===== config.mk =====
export PLATFORM = sky130hd
export DESIGN_NAME = zdet_arb
export DESIGN_NICKNAME = d
export VERILOG_FILES = /design/src/rtl/zdet_pkg.sv /design/src/rtl/zero_detect32.sv /design/src/rtl/zdet_arb.sv
export SDC_FILE = /design/constraint.sdc
export NUM_CORES = 1
export LEC_CHECK = 0
export BUFFER_PORTS_ARGS = -buffer_cell sky130_fd_sc_hd__buf_2
export CAP_MARGIN = 20
export CORE_MARGIN = 2
export CORE_UTILIZATION = 45
export DETAILED_ROUTE_END_ITERATION = 10
export GPL_ROUTABILITY_DRIVEN = 0
export PLACE_DENSITY = 0.8
export SLEW_MARGIN = 20
export SYNTH_ARGS = -nofsm -noshare
export SYNTH_HDL_FRONTEND = slang
export SYNTH_SLANG_ARGS = --single-unit
export TNS_END_PERCENT = 10

===== constraint.sdc =====
create_clock -name sys_clk -period 6.1 [get_ports sys_clk]
set_clock_uncertainty 0.1 [all_clocks]
set_input_delay 1.22 -clock sys_clk [delete_from_list [all_inputs] [get_ports sys_clk]]
set_output_delay 1.22 -clock sys_clk [all_outputs]
set_load 0.01 [all_outputs]

===== src/rtl/zdet_pkg.sv =====
// zdet_pkg
// Shared constants and types for the zero-detect arbiter.
//   ZD_W       width of the single zero-detect datapath
//   ZD_OPW     width of a wide operand (two detector passes)
//   zd_state_e sequencer states: idle/arbitrate, low-word pass, high-word pass
package zdet_pkg;

  localparam int ZD_W   = 32;
  localparam int ZD_OPW = 64;

  typedef enum logic [1:0] {
    ZS_IDLE = 2'd0,
    ZS_LO   = 2'd1,
    ZS_HI   = 2'd2
  } zd_state_e;

endpackage


===== src/rtl/zero_detect32.sv =====
// zero_detect32
// Purely combinational all-zero detect on one detector-width word.
// Ports:
//   a_i  in  ZD_W  word under test
//   q_o  out 1     1 when every bit of a_i is 0
module zero_detect32
  import zdet_pkg::*;
(
  input  logic [ZD_W-1:0] a_i,
  output logic            q_o
);

  assign q_o = ~|a_i;

endmodule


===== src/rtl/zdet_arb.sv =====
// zdet_arb
// Round-robin arbiter and sequencer sharing one 32-bit zero detector among
// NREQ requesters. Narrow requests test op[31:0] in one pass; wide requests
// test op[63:0] over two passes, holding the low-word result in between.
// Ports:
//   sys_clk  in  1        clock, rising edge
//   reset    in  1        synchronous active-high reset
//   req      in  NREQ     request levels, sampled only while idle
//   wide     in  NREQ     64-bit mode select, captured at grant
//   data     in  NREQ*64  operands, requester i at [64i+63:64i]
//   gnt      out NREQ     one-hot grant pulse
//   busy     out 1        high while a transaction is in the detector
//   done     out 1        result-valid pulse
//   done_id  out IDW      requester whose result is on zero
//   zero     out 1        operand-is-zero result, held until the next done
module zdet_arb
  import zdet_pkg::*;
#(
  parameter int NREQ = 4,
  parameter int IDW  = 2
) (
  input  logic                   sys_clk,
  input  logic                   reset,
  input  logic [NREQ-1:0]        req,
  input  logic [NREQ-1:0]        wide,
  input  logic [NREQ*ZD_OPW-1:0] data,
  output logic [NREQ-1:0]        gnt,
  output logic                   busy,
  output logic                   done,
  output logic [IDW-1:0]         done_id,
  output logic                   zero
);

  zd_state_e          state_q, state_d;
  logic [IDW-1:0]     rr_ptr_q, rr_ptr_d;
  logic [IDW-1:0]     cur_id_q, cur_id_d;
  logic               cur_wide_q, cur_wide_d;
  logic [ZD_OPW-1:0]  op_q, op_d;
  logic               z_lo_q, z_lo_d;
  logic [NREQ-1:0]    gnt_q, gnt_d;
  logic               busy_q, busy_d;
  logic               done_q, done_d;
  logic [IDW-1:0]     done_id_q, done_id_d;
  logic               zero_q, zero_d;

  // Per-requester operand view of the packed data bus.
  logic [ZD_OPW-1:0]  data_arr [NREQ];

  genvar gi;
  generate
    for (gi = 0; gi < NREQ; gi++) begin : g_slice
      assign data_arr[gi] = data[gi*ZD_OPW +: ZD_OPW];
    end
  endgenerate

  // The single detector sees the low word except during the high-word pass.
  logic [ZD_W-1:0] zd_in;
  logic            zd_q;

  assign zd_in = (state_q == ZS_HI) ? op_q[ZD_OPW-1:ZD_W] : op_q[ZD_W-1:0];

  zero_detect32 u_zd (
    .a_i (zd_in),
    .q_o (zd_q)
  );

  // Round-robin pick: first set req bit scanning upward from rr_ptr, wrapping
  // at NREQ-1 (explicit so non-power-of-two NREQ never selects a ghost slot).
  logic           win_found;
  logic [IDW-1:0] win_id;
  int             idx;

  always_comb begin
    win_found = 1'b0;
    win_id    = '0;
    idx       = 0;
    for (int k = 0; k < NREQ; k++) begin
      idx = int'(rr_ptr_q) + k;
      if (idx >= NREQ) idx = idx - NREQ;
      if (!win_found && req[idx]) begin
        win_found = 1'b1;
        win_id    = IDW'(idx);
      end
    end
  end

  always_comb begin
    state_d    = state_q;
    rr_ptr_d   = rr_ptr_q;
    cur_id_d   = cur_id_q;
    cur_wide_d = cur_wide_q;
    op_d       = op_q;
    z_lo_d     = z_lo_q;
    gnt_d      = '0;
    done_d     = 1'b0;
    done_id_d  = done_id_q;
    zero_d     = zero_q;

    case (state_q)
      ZS_IDLE: begin
        if (win_found) begin
          cur_id_d      = win_id;
          cur_wide_d    = wide[win_id];
          op_d          = data_arr[win_id];
          gnt_d[win_id] = 1'b1;
          rr_ptr_d      = (win_id == IDW'(NREQ-1)) ? '0 : win_id + 1'b1;
          state_d       = ZS_LO;
        end
      end
      ZS_LO: begin
        if (!cur_wide_q) begin
          done_d    = 1'b1;
          zero_d    = zd_q;
          done_id_d = cur_id_q;
          state_d   = ZS_IDLE;
        end else begin
          z_lo_d  = zd_q;
          state_d = ZS_HI;
        end
      end
      ZS_HI: begin
        done_d    = 1'b1;
        zero_d    = z_lo_q & zd_q;
        done_id_d = cur_id_q;
        state_d   = ZS_IDLE;
      end
      default: state_d = ZS_IDLE;
    endcase

    // busy is registered alongside the state so it tracks "not idle" exactly.
    busy_d = (state_d != ZS_IDLE);
  end

  always_ff @(posedge sys_clk) begin
    if (reset) begin
      state_q    <= ZS_IDLE;
      rr_ptr_q   <= '0;
      cur_id_q   <= '0;
      cur_wide_q <= 1'b0;
      op_q       <= '0;
      z_lo_q     <= 1'b0;
      gnt_q      <= '0;
      busy_q     <= 1'b0;
      done_q     <= 1'b0;
      done_id_q  <= '0;
      zero_q     <= 1'b0;
    end else begin
      state_q    <= state_d;
      rr_ptr_q   <= rr_ptr_d;
      cur_id_q   <= cur_id_d;
      cur_wide_q <= cur_wide_d;
      op_q       <= op_d;
      z_lo_q     <= z_lo_d;
      gnt_q      <= gnt_d;
      busy_q     <= busy_d;
      done_q     <= done_d;
      done_id_q  <= done_id_d;
      zero_q     <= zero_d;
    end
  end

  assign gnt     = gnt_q;
  assign busy    = busy_q;
  assign done    = done_q;
  assign done_id = done_id_q;
  assign zero    = zero_q;

endmodule


==> flow_metrics.env, run 1 <==
export IMPL_run_status="completed"
export IMPL_diodes=0
export IMPL_areaGrowthSynthToFinish_pct=32.2
export IMPL_worstSetupEndpointType="flop"
export IMPL_fin_nets=1041
export IMPL_critPathArrivalTime_ns=3.82
export IMPL_ys_flop_type="dfxtp_1"
export IMPL_initial_utilization_pct=46.7
export IMPL_gr_total_overflow=0
export IMPL_dpl_hpwl_mm=12.3
export IMPL_max_cap_violations=0
export IMPL_post_route_period_util_pct=61.4
export IMPL_async_reset_ff_share_pct=0
export IMPL_num_vias=5312
export IMPL_clk_root_buffer_cell="clkbuf_16"
export IMPL_grt_antenna_before_repair=0
export IMPL_slew_headroom_pct=23.0
export IMPL_avgViaCountPerCell=5.82
export IMPL_sw_power_mw=0.592
export IMPL_final_core_utilization_pct=61.7
export IMPL_worstPathMaxFanout=60
export IMPL_synthesis_instances=530
export IMPL_worstPathBufferInverterCount=3
export IMPL_r2r_cells=7
export IMPL_holdPathStages=2
export IMPL_worst_setup_hold_path_clk_slew_ns=0.06
export IMPL_grt_first_pass_wirelength_mm=25.7
export IMPL_post_synth_top_area_fraction_pct=31.8
export IMPL_clock_sink_count=81
export IMPL_setup_worst_path_start_class="input port"
export IMPL_worst_skew_pair_late_latency_ns=0.33
export IMPL_design_core_area_um2=10900
export IMPL_wire_per_inst_um=17.8
export IMPL_ir_drop_mv=0.200
export IMPL_ys_top_cells_by_area="dfxtp_1, mux2i_1, o221ai_1"
export IMPL_routed_wirelength_mm=16.2
export IMPL_cpMaxStageDelayCell="inv_4"
export IMPL_post_route_cells_drive_above_1_share_pct=39.6
export IMPL_timing_setup_critical_path_class="in -> reg"
export IMPL_floorplan_die_area_um2=12200
export IMPL_worst_hold_startpoint="cur_id_q[1]"
export IMPL_grt_start_max_net_pins=96
export IMPL_share_comb_of_total_power_pct=31.8
export IMPL_setup_violations_final=0
export IMPL_placement_io_buffers=274
export IMPL_total_global_route_track_usage_pct=25.4
export IMPL_final_antenna_net_count=0
export IMPL_critPathTopFamily="buffers and inverters"
export IMPL_postCtsSetupBuffers=0
export IMPL_die_y_um=110
export IMPL_final_max_slew_viols=0
export IMPL_detailedRoute_firstPassIterationCount=5
export IMPL_cell_internal_pwr_mw=1.21
export IMPL_final_hold_viol_count=0
export IMPL_ctsLongestPathBuffers=2
export IMPL_power_frac_clock_pct=30.7
export IMPL_die_wd_um=110
export IMPL_synth_edff_count=0
export IMPL_timing_hold_worst_endpoint="cur_id_q[1]"
export IMPL_detail_route_iter0_violations=276
export IMPL_setup_tns_ns=0
export IMPL_rsz0062_at_grt="false"
export IMPL_critPathMaxStageDelay_ns=0.73
export IMPL_synthesis_nets=803
export IMPL_h_tree_depth=3
export IMPL_fmaxAchievable_mhz=267
export IMPL_r2r_slack_ns=2.99
export IMPL_io_pin_count=275
export IMPL_via_count_of_the_first_global_routing_pass=5273
export IMPL_power_switching_fraction_pct=32.9
export IMPL_timing_critical_path_required_ns=6.18
export IMPL_ys_types=45
export IMPL_p_per_area_nw_per_um2=267
export IMPL_share_seq_of_total_power_pct=37.5
export IMPL_mappedNetlistArea_um2=5100
export IMPL_r2r_start="rr_ptr_q[0]"
export IMPL_avg_inst_size_synth_um2=9.63
export IMPL_synth_largest_area_cell="dfxtp_1"
export IMPL_crit_reg2reg_capture="op_q[36]"
export IMPL_worstPathCellList="buf_2, nor2b_1, o21bai_1, nand2_2, inv_4, buf_4, mux2i_1, o221ai_1"
export IMPL_clock_buffers_created_by_tritoncts=9
export IMPL_cts_resized=0
export IMPL_power_leakage_nw=3.07
export IMPL_ys_warn_count=0
export IMPL_drt_drc_violations_left=0
export IMPL_max_slew_worst_pin_slew_ns=1.16
export IMPL_post_route_min_period_ns=3.75
export IMPL_yosysSeqAreaShare_pct=31.8
export IMPL_hold_class="reg -> reg"
export IMPL_fp_row_count=38
export IMPL_cts_hold_fix_buffers=0
export IMPL_count_of_state_elements_after_synthesis=81
export IMPL_cts_tree="yes"
==> cell type report <==
| class | instances | area, um^2 |
|---|---|---|
| inverters | 7 | 28.8 |
| multi-input cells | 387 | 3180 |
| well taps | 140 | 175 |
| clock inverters | 7 | 82.6 |
| flip-flops and latches | 81 | 1620 |
| clock buffers | 9 | 225 |
| repair buffers | 282 | 1430 |
| fillers | 954 | 4190 |
==> worst max-delay path by stage <==
stage | startpoint | endpoint | slack [ns] | cells past startpoint
after floorplan | req[2] | rr_ptr_q[1] | 3.28 | 9
after global placement | req[0] | op_q[46] | 2.24 | 8
after detailed placement | req[0] | op_q[36] | 2.04 | 8
after CTS | req[0] | op_q[36] | 2.39 | 8
after global routing | req[0] | op_q[43] | 2.16 | 8
final | req[0] | op_q[36] | 2.35 | 8
==> state kept, by name, indices dropped and copies added (netlist names) <==
register and flops:
z_lo_q 1, rr_ptr_q 2, gnt 4, zero 1
op_q 64, cur_wide_q 1, busy 1, cur_id_q 2
done 1, done_id 2, state_q 2
==> power by group through the flow <==
stage / Clock [mW] / Sequential (mW) / Combinational [mW]
after floorplan: 0 / 0.664 / 0.411
after global placement: 0 / 0.681 / 0.553
after detailed placement: 0 / 0.684 / 0.572
after CTS: 0.564 / 0.674 / 0.574
after global routing: 0.587 / 0.682 / 0.626
final: 0.553 / 0.675 / 0.574
==> metal layers <==
layer,wire [um],vias to the layer above,GRT usage [%]
met5,0,-,0
met4,205,0,6.42
met3,1190,14,5.27
met2,8270,248,46.5
met1,6560,2457,30.1
li1,-,2593,-
==> logic make-up after synthesis <==
kind of cell	after synthesis	synth area share, %
adder cells (fa/ha/maj)	7	1.72
AND/OR/NAND/NOR	151	19.3
multiplexers	109	21.4
buffers and inverters	62	5.88
flip-flops	81	31.8
AO/OA/AOI/OAI	120	20.0
==> synth_stat cells (2+ instances only) <==
| library cell | count |
|---|---|
| a2111oi_0 | 7 |
| a2111oi_1 | 9 |
| a2111oi_2 | 2 |
| a211o_1 | 15 |
| a21oi_1 | 8 |
| and2_1 | 5 |
| and4_1 | 9 |
| buf_1 | 5 |
| buf_2 | 27 |
| buf_4 | 5 |
| buf_6 | 2 |
| clkbuf_1 | 16 |
| dfxtp_1 | 81 |
| ha_1 | 7 |
| inv_1 | 6 |
| mux2i_1 | 109 |
| nand2_1 | 11 |
| nand2_2 | 2 |
| nand2b_1 | 2 |
| nand3b_1 | 56 |
| nand4_1 | 18 |
| nor2_1 | 17 |
| nor2b_1 | 3 |
| nor3b_1 | 2 |
| nor4_1 | 14 |
| o221ai_1 | 56 |
| o31ai_1 | 15 |
| or3_1 | 3 |
| or4_1 | 2 |
==> worst register-to-register path, stage by stage (launching register included) <==
cell      delay, ns
dfxtp_1        0.42
nor2b_1        0.08
o21bai_1       0.23
nand2_2        0.28
inv_4          0.73
buf_4          0.67
mux2i_1        0.28
o221ai_1       0.15
==> stage by stage <==
step                worst slack, ns  hold WS (ns)  total power, mW  instances  cell area [um^2]
global placement               2.24         0.343             1.23        897              6440
floorplan                      3.28         0.336             1.07        530              5100
detailed placement             2.04         0.349             1.26        897              6440
global route                   2.16         0.397             1.90        913              6750
finish                         2.35         0.356             1.80        913              6750
CTS                            2.39         0.357             1.81        913              6750
==> placed cells by master, fill, tap and decap left out, types with 7 or more instances in the layout <==
master / synthesis / layout
o31ai_1: 15 / 15
clkbuf_16: 0 / 9
nand4_1: 18 / 18
ha_1: 7 / 7
buf_2: 27 / 274
nand3b_1: 56 / 56
and4_1: 9 / 9
nor4_1: 14 / 14
dfxtp_1: 81 / 81
a2111oi_1: 9 / 9
nand2_1: 11 / 11
a21oi_1: 8 / 8
mux2i_1: 109 / 109
nor2_1: 17 / 17
o221ai_1: 56 / 56
a2111oi_0: 7 / 7
a211o_1: 15 / 15
buf_4: 5 / 8
Power figures use the tool's default switching activity.
==> run 2: changes to the inputs <==
CORE_UTILIZATION = 41   (was 45)
PLACE_DENSITY = 0.77   (was 0.8)
clock period = 3.2 ns   (was 6.1 ns; I/O delays follow)
==> flow_metrics.env, run 2 (synthesized netlist as in run 1, its figures left out) <==
export IMPL_run_status="completed"
export IMPL_final_max_slew_viols=0
export IMPL_setup_tns_ns=0
export IMPL_post_route_period_util_pct=76.7
export IMPL_worstPathCellList="mux2i_1, or2_0, nand3_4, a2111oi_1, a2111oi_2"
export IMPL_drt_drc_violations_left=0
export IMPL_largest_register_ff_count=64
export IMPL_floorplan_die_area_um2=13400
export IMPL_layout_common_cells="buf_2, mux2i_1, dfxtp_1"
export IMPL_cell_area_after_layout_um2=6860
export IMPL_r2r_cells=5
export IMPL_layout_commonest_cell="buf_2"
export IMPL_number_of_cells_on_the_critical_path=5
export IMPL_sequential_cell_area_um2=1620
export IMPL_worst_skew_pair_late_latency_ns=0.33
export IMPL_cts_hold_fix_buffers=0
export IMPL_hold_class="reg -> reg"
export IMPL_rsz0062_at_grt="false"
export IMPL_clk_root_buffer_cell="clkbuf_16"
export IMPL_wire_per_inst_um=16.8
export IMPL_die_wd_um=116
export IMPL_final_core_utilization_pct=56.9
export IMPL_ctsLongestPathBuffers=2
export IMPL_nFillCells=1122
export IMPL_num_vias=5242
export IMPL_dpl_hpwl_mm=12.4
export IMPL_max_cap_violations=0
export IMPL_timing_setup_critical_path_class="reg -> reg"
export IMPL_timing_hold_ws_ns=0.359
export IMPL_clock_sink_count=81
export IMPL_critPathMaxStageDelay_ns=0.80
export IMPL_diodes=0
export IMPL_initial_utilization_pct=42.3
export IMPL_setup_violations_final=0
export IMPL_clock_buffers_created_by_tritoncts=9
export IMPL_critPathArrivalTime_ns=2.54
export IMPL_max_flop_register="op_q"
export IMPL_post_route_cells_drive_above_1_share_pct=40.3
export IMPL_ir_drop_mv=0.236
export IMPL_multi_input_gate_area_um2=3190
export IMPL_worstSetupEndpointType="flop"
export IMPL_routed_wirelength_mm=16.0
export IMPL_final_hold_viol_count=0
export IMPL_total_global_route_track_usage_pct=23.0
export IMPL_p_per_area_nw_per_um2=491
export IMPL_postCtsSetupBuffers=0
export IMPL_design_core_area_um2=12100
export IMPL_grt_start_max_net_pins=50
export IMPL_slew_headroom_pct=40.8
export IMPL_critPathTopFamily="compound AO/OA/AOI/OAI gates"
export IMPL_power_leakage_nw=3.11
export IMPL_avgViaCountPerCell=5.51
export IMPL_worstPathMaxFanout=32
export IMPL_setup_worst_path_start_class="flop"
export IMPL_placement_io_buffers=274
export IMPL_holdPathStages=2
export IMPL_fin_total_pwr_mw=3.36
export IMPL_fp_row_count=40
export IMPL_worst_setup_hold_path_clk_slew_ns=0.06
export IMPL_placement_cell_area_um2=6570
export IMPL_cpMaxStageDelayCell="a2111oi_1"
export IMPL_grt_first_pass_wirelength_mm=24.3
export IMPL_gr_total_overflow=0
export IMPL_fmaxAchievable_mhz=408
export IMPL_h_tree_depth=3
export IMPL_grt_antenna_before_repair=0
export IMPL_detail_route_iter0_violations=321
export IMPL_post_route_min_period_ns=2.45
export IMPL_die_y_um=116
export IMPL_via_count_of_the_first_global_routing_pass=5063
export IMPL_cts_tree="yes"
export IMPL_max_slew_worst_pin_slew_ns=0.885
export IMPL_areaGrowthSynthToFinish_pct=34.4
export IMPL_cts_resized=0
export IMPL_r2r_slack_ns=0.75
export IMPL_worstPathBufferInverterCount=0
export IMPL_final_antenna_net_count=0
export IMPL_detailedRoute_firstPassIterationCount=4
export IMPL_timing_critical_path_required_ns=3.29
export IMPL_io_pin_count=275
export IMPL_fin_nets=1052
run 2: cell count changes in the layout (fill, tap and decap cells not counted), sizes merged:
| cell | previous run | this run |
|---|---|---|
| inv | 12 | 7 |
| clkinvlp | 0 | 3 |
| bufinv | 1 | 0 |
| buf | 282 | 293 |
| clkbuf | 9 | 12 |
run 2: where the power goes:
part | leakage, nW | internal (mW) | total (mW) | switching (mW)
Combinational | 2.31 | 0.534 | 1.12 | 0.589
Clock | 0.131 | 0.566 | 0.957 | 0.391
Sequential | 0.669 | 1.18 | 1.28 | 0.106
run 2: worst min-delay path: cells and delay by family, from the launching register on:
| family | cells | cell delay, ns |
|---|---|---|
| flip-flops | 1 | 0.31 |
| AND/OR/NAND/NOR | 1 | 0.05 |
| AO/OA/AOI/OAI | 1 | 0.05 |
run 2: metrics by stage:
step                      worst slack (ns)  cells
after floorplan                      0.961    530
after global placement               0.486    936
after detailed placement             0.471    936
after CTS                            0.741    952
after global routing                 0.509    952
final                                0.746    952
run 2: path summary, 6_finish.rpt:
| kind | startpoint | end |
|---|---|---|
| min | cur_id_q[0] | cur_id_q[0] |
| max reg2reg | rr_ptr_q[1] | op_q[14] |
| min reg2reg | cur_id_q[0] | cur_id_q[0] |
| max | rr_ptr_q[1] | op_q[14] |
run 2: metal layers:
metal	track usage, %	wire length (um)	vias up
li1	-	-	2618
met3	3.50	1140	13
met2	40.2	7780	216
met1	29.0	6930	2395
met5	0	0	-
met4	7.55	162	0
run 2: final cells by class:
type | instances | share of cell area (%)
flip-flops and latches | 81 | 23.6
clock inverters | 4 | 0.401
multi-input cells | 387 | 46.5
repair buffers | 293 | 22.3
well taps | 168 | 3.07
clock buffers | 12 | 3.74
inverters | 7 | 0.420
==> run 3: changes to the inputs <==
clock period = 2.24 ns   (was 3.2 ns; I/O delays follow)
==> flow_metrics.env, run 3 (synthesized netlist as in run 1, its figures left out) <==
export IMPL_largest_register_ff_count=64
export IMPL_r2r_start="state_q[0]"
export IMPL_stdcell_count=978
export IMPL_r2r_cells=7
export IMPL_hold_class="in -> reg"
export IMPL_avgViaCountPerCell=5.58
export IMPL_layout_commonest_cell="buf_2"
export IMPL_grt_busiest_layer="met2"
export IMPL_fmaxAchievable_mhz=488
export IMPL_ir_drop_mv=0.353
export IMPL_timing_hold_ws_ns=0.310
export IMPL_timing_setup_critical_path_class="reg -> reg"
export IMPL_drt_drc_violations_left=0
export IMPL_dpl_cell_count=962
export IMPL_dpl_hpwl_mm=13.3
export IMPL_post_route_min_period_ns=2.05
export IMPL_clk_root_buffer_cell="clkbuf_16"
export IMPL_diodes=0
export IMPL_p_per_area_nw_per_um2=708
export IMPL_post_route_cells_drive_above_1_share_pct=42.7
export IMPL_floorplan_die_area_um2=13400
export IMPL_met3_track_utilization_from_global_routing_pct=4.45
export IMPL_design_core_area_um2=12100
export IMPL_final_max_slew_viols=0
export IMPL_worstSetupEndpointType="flop"
export IMPL_via_count_of_the_first_global_routing_pass=5283
export IMPL_placement_io_buffers=274
export IMPL_detail_route_iter0_violations=384
export IMPL_final_antenna_net_count=0
export IMPL_rsz0062_at_grt="false"
export IMPL_total_global_route_track_usage_pct=24.6
export IMPL_post_route_period_util_pct=91.5
export IMPL_die_wd_um=116
export IMPL_grt_start_max_net_pins=42
export IMPL_areaGrowthSynthToFinish_pct=41.3
export IMPL_r2r_slack_ns=0.19
export IMPL_final_hold_viol_count=0
export IMPL_gr_total_overflow=0
export IMPL_slew_headroom_pct=55.1
export IMPL_die_y_um=116
export IMPL_power_leakage_nw=3.30
export IMPL_max_flop_register="op_q"
export IMPL_critPathMaxStageDelay_ns=0.38
export IMPL_max_cap_violations=0
export IMPL_layout_common_cells="buf_2, mux2i_1, dfxtp_1"
export IMPL_worstSetupStartpoint="state_q[0]"
export IMPL_run_status="completed"
export IMPL_num_vias=5460
export IMPL_worst_skew_pair_late_latency_ns=0.33
export IMPL_io_pin_count=275
export IMPL_clock_sink_count=81
export IMPL_cts_tree="yes"
export IMPL_holdPathStages=3
export IMPL_initial_utilization_pct=42.3
export IMPL_max_slew_worst_pin_slew_ns=0.673
export IMPL_setup_violations_final=0
export IMPL_ctsLongestPathBuffers=2
export IMPL_critPathArrivalTime_ns=2.17
export IMPL_grt_first_pass_wirelength_mm=26.0
export IMPL_setup_worst_path_start_class="flop"
export IMPL_detailedRoute_firstPassIterationCount=5
export IMPL_fp_row_count=40
export IMPL_grt_antenna_before_repair=0
export IMPL_worst_setup_hold_path_clk_slew_ns=0.07
export IMPL_h_tree_depth=3
export IMPL_fin_nets=1078
export IMPL_fin_total_pwr_mw=5.11
export IMPL_worst_hold_startpoint="data[115]"
export IMPL_wire_per_inst_um=17.4
export IMPL_timing_critical_path_required_ns=2.36
export IMPL_worstPathCellList="inv_1, ha_2, nor4b_1, nand4_1, nor4_1, a21oi_1, o41ai_1"
export IMPL_use_met2_pct=42.7
export IMPL_routed_wirelength_mm=17.1
export IMPL_grtUsageMet1_pct=31.0
export IMPL_cpMaxStageDelayCell="o41ai_1"
export IMPL_worstPathMaxFanout=5
export IMPL_clock_buffers_created_by_tritoncts=9
-- run 3: metrics by stage --
stage | TNS, ns | instance area (um^2) | setup slack (ns) | utilization [%]
3_3_place_gp | -0.152 | 6910 | -0.0526 | 57.3
3_5_place_dp | -1.18 | 6910 | -0.120 | 57.3
6_report | 0 | 7210 | 0.191 | 59.8
4_1_cts | 0 | 7200 | 0.0175 | 59.7
5_1_grt | 0 | 7210 | 0.0304 | 59.8
2_1_floorplan | 0 | 5100 | 0.193 | -
-- run 3: what timing repair did --
action	4_1_cts	5_1_grt
buffers inserted	0	0
hold buffers	0	0
setup endpoints to repair	0	3
hold endpoints to repair	0	0
resized for setup	0	5
-- run 3: area by class of cell --
cell class,instances,area [um^2]
well taps,168,210
fillers,1069,4850
multi-input cells,387,3200
flip-flops and latches,81,1620
repair buffers,319,1860
clock buffers,11,253
clock inverters,5,37.5
inverters,7,28.8
-- run 3: final timing paths --
kind                  to
max                 zero
max reg2reg         zero
min reg2reg  cur_id_q[0]
min             op_q[51]
-- run 3: per-layer routing --
layer / wire length, um / part of all wire [%] / up-vias
met1: 7120 / 42 / 2493
met2: 8220 / 48 / 267
met4: 354 / 2.1 / 0
met3: 1370 / 8.0 / 25
li1: - / - / 2675
met5: 0 / 0 / -
-- run 3: critical path, delay by kind of cell (launching register included) --
kind | cells | cell delay (ns)
simple gates | 3 | 0.64
compound gates | 2 | 0.55
flops | 1 | 0.33
fa+ha+maj | 1 | 0.23
buf+inv | 1 | 0.09
-- run 3: power by group --
part	internal [mW]	switching, mW
clock	0.816	0.611
sequential	1.68	0.156
combinational	0.941	0.904
total	3.44	1.67
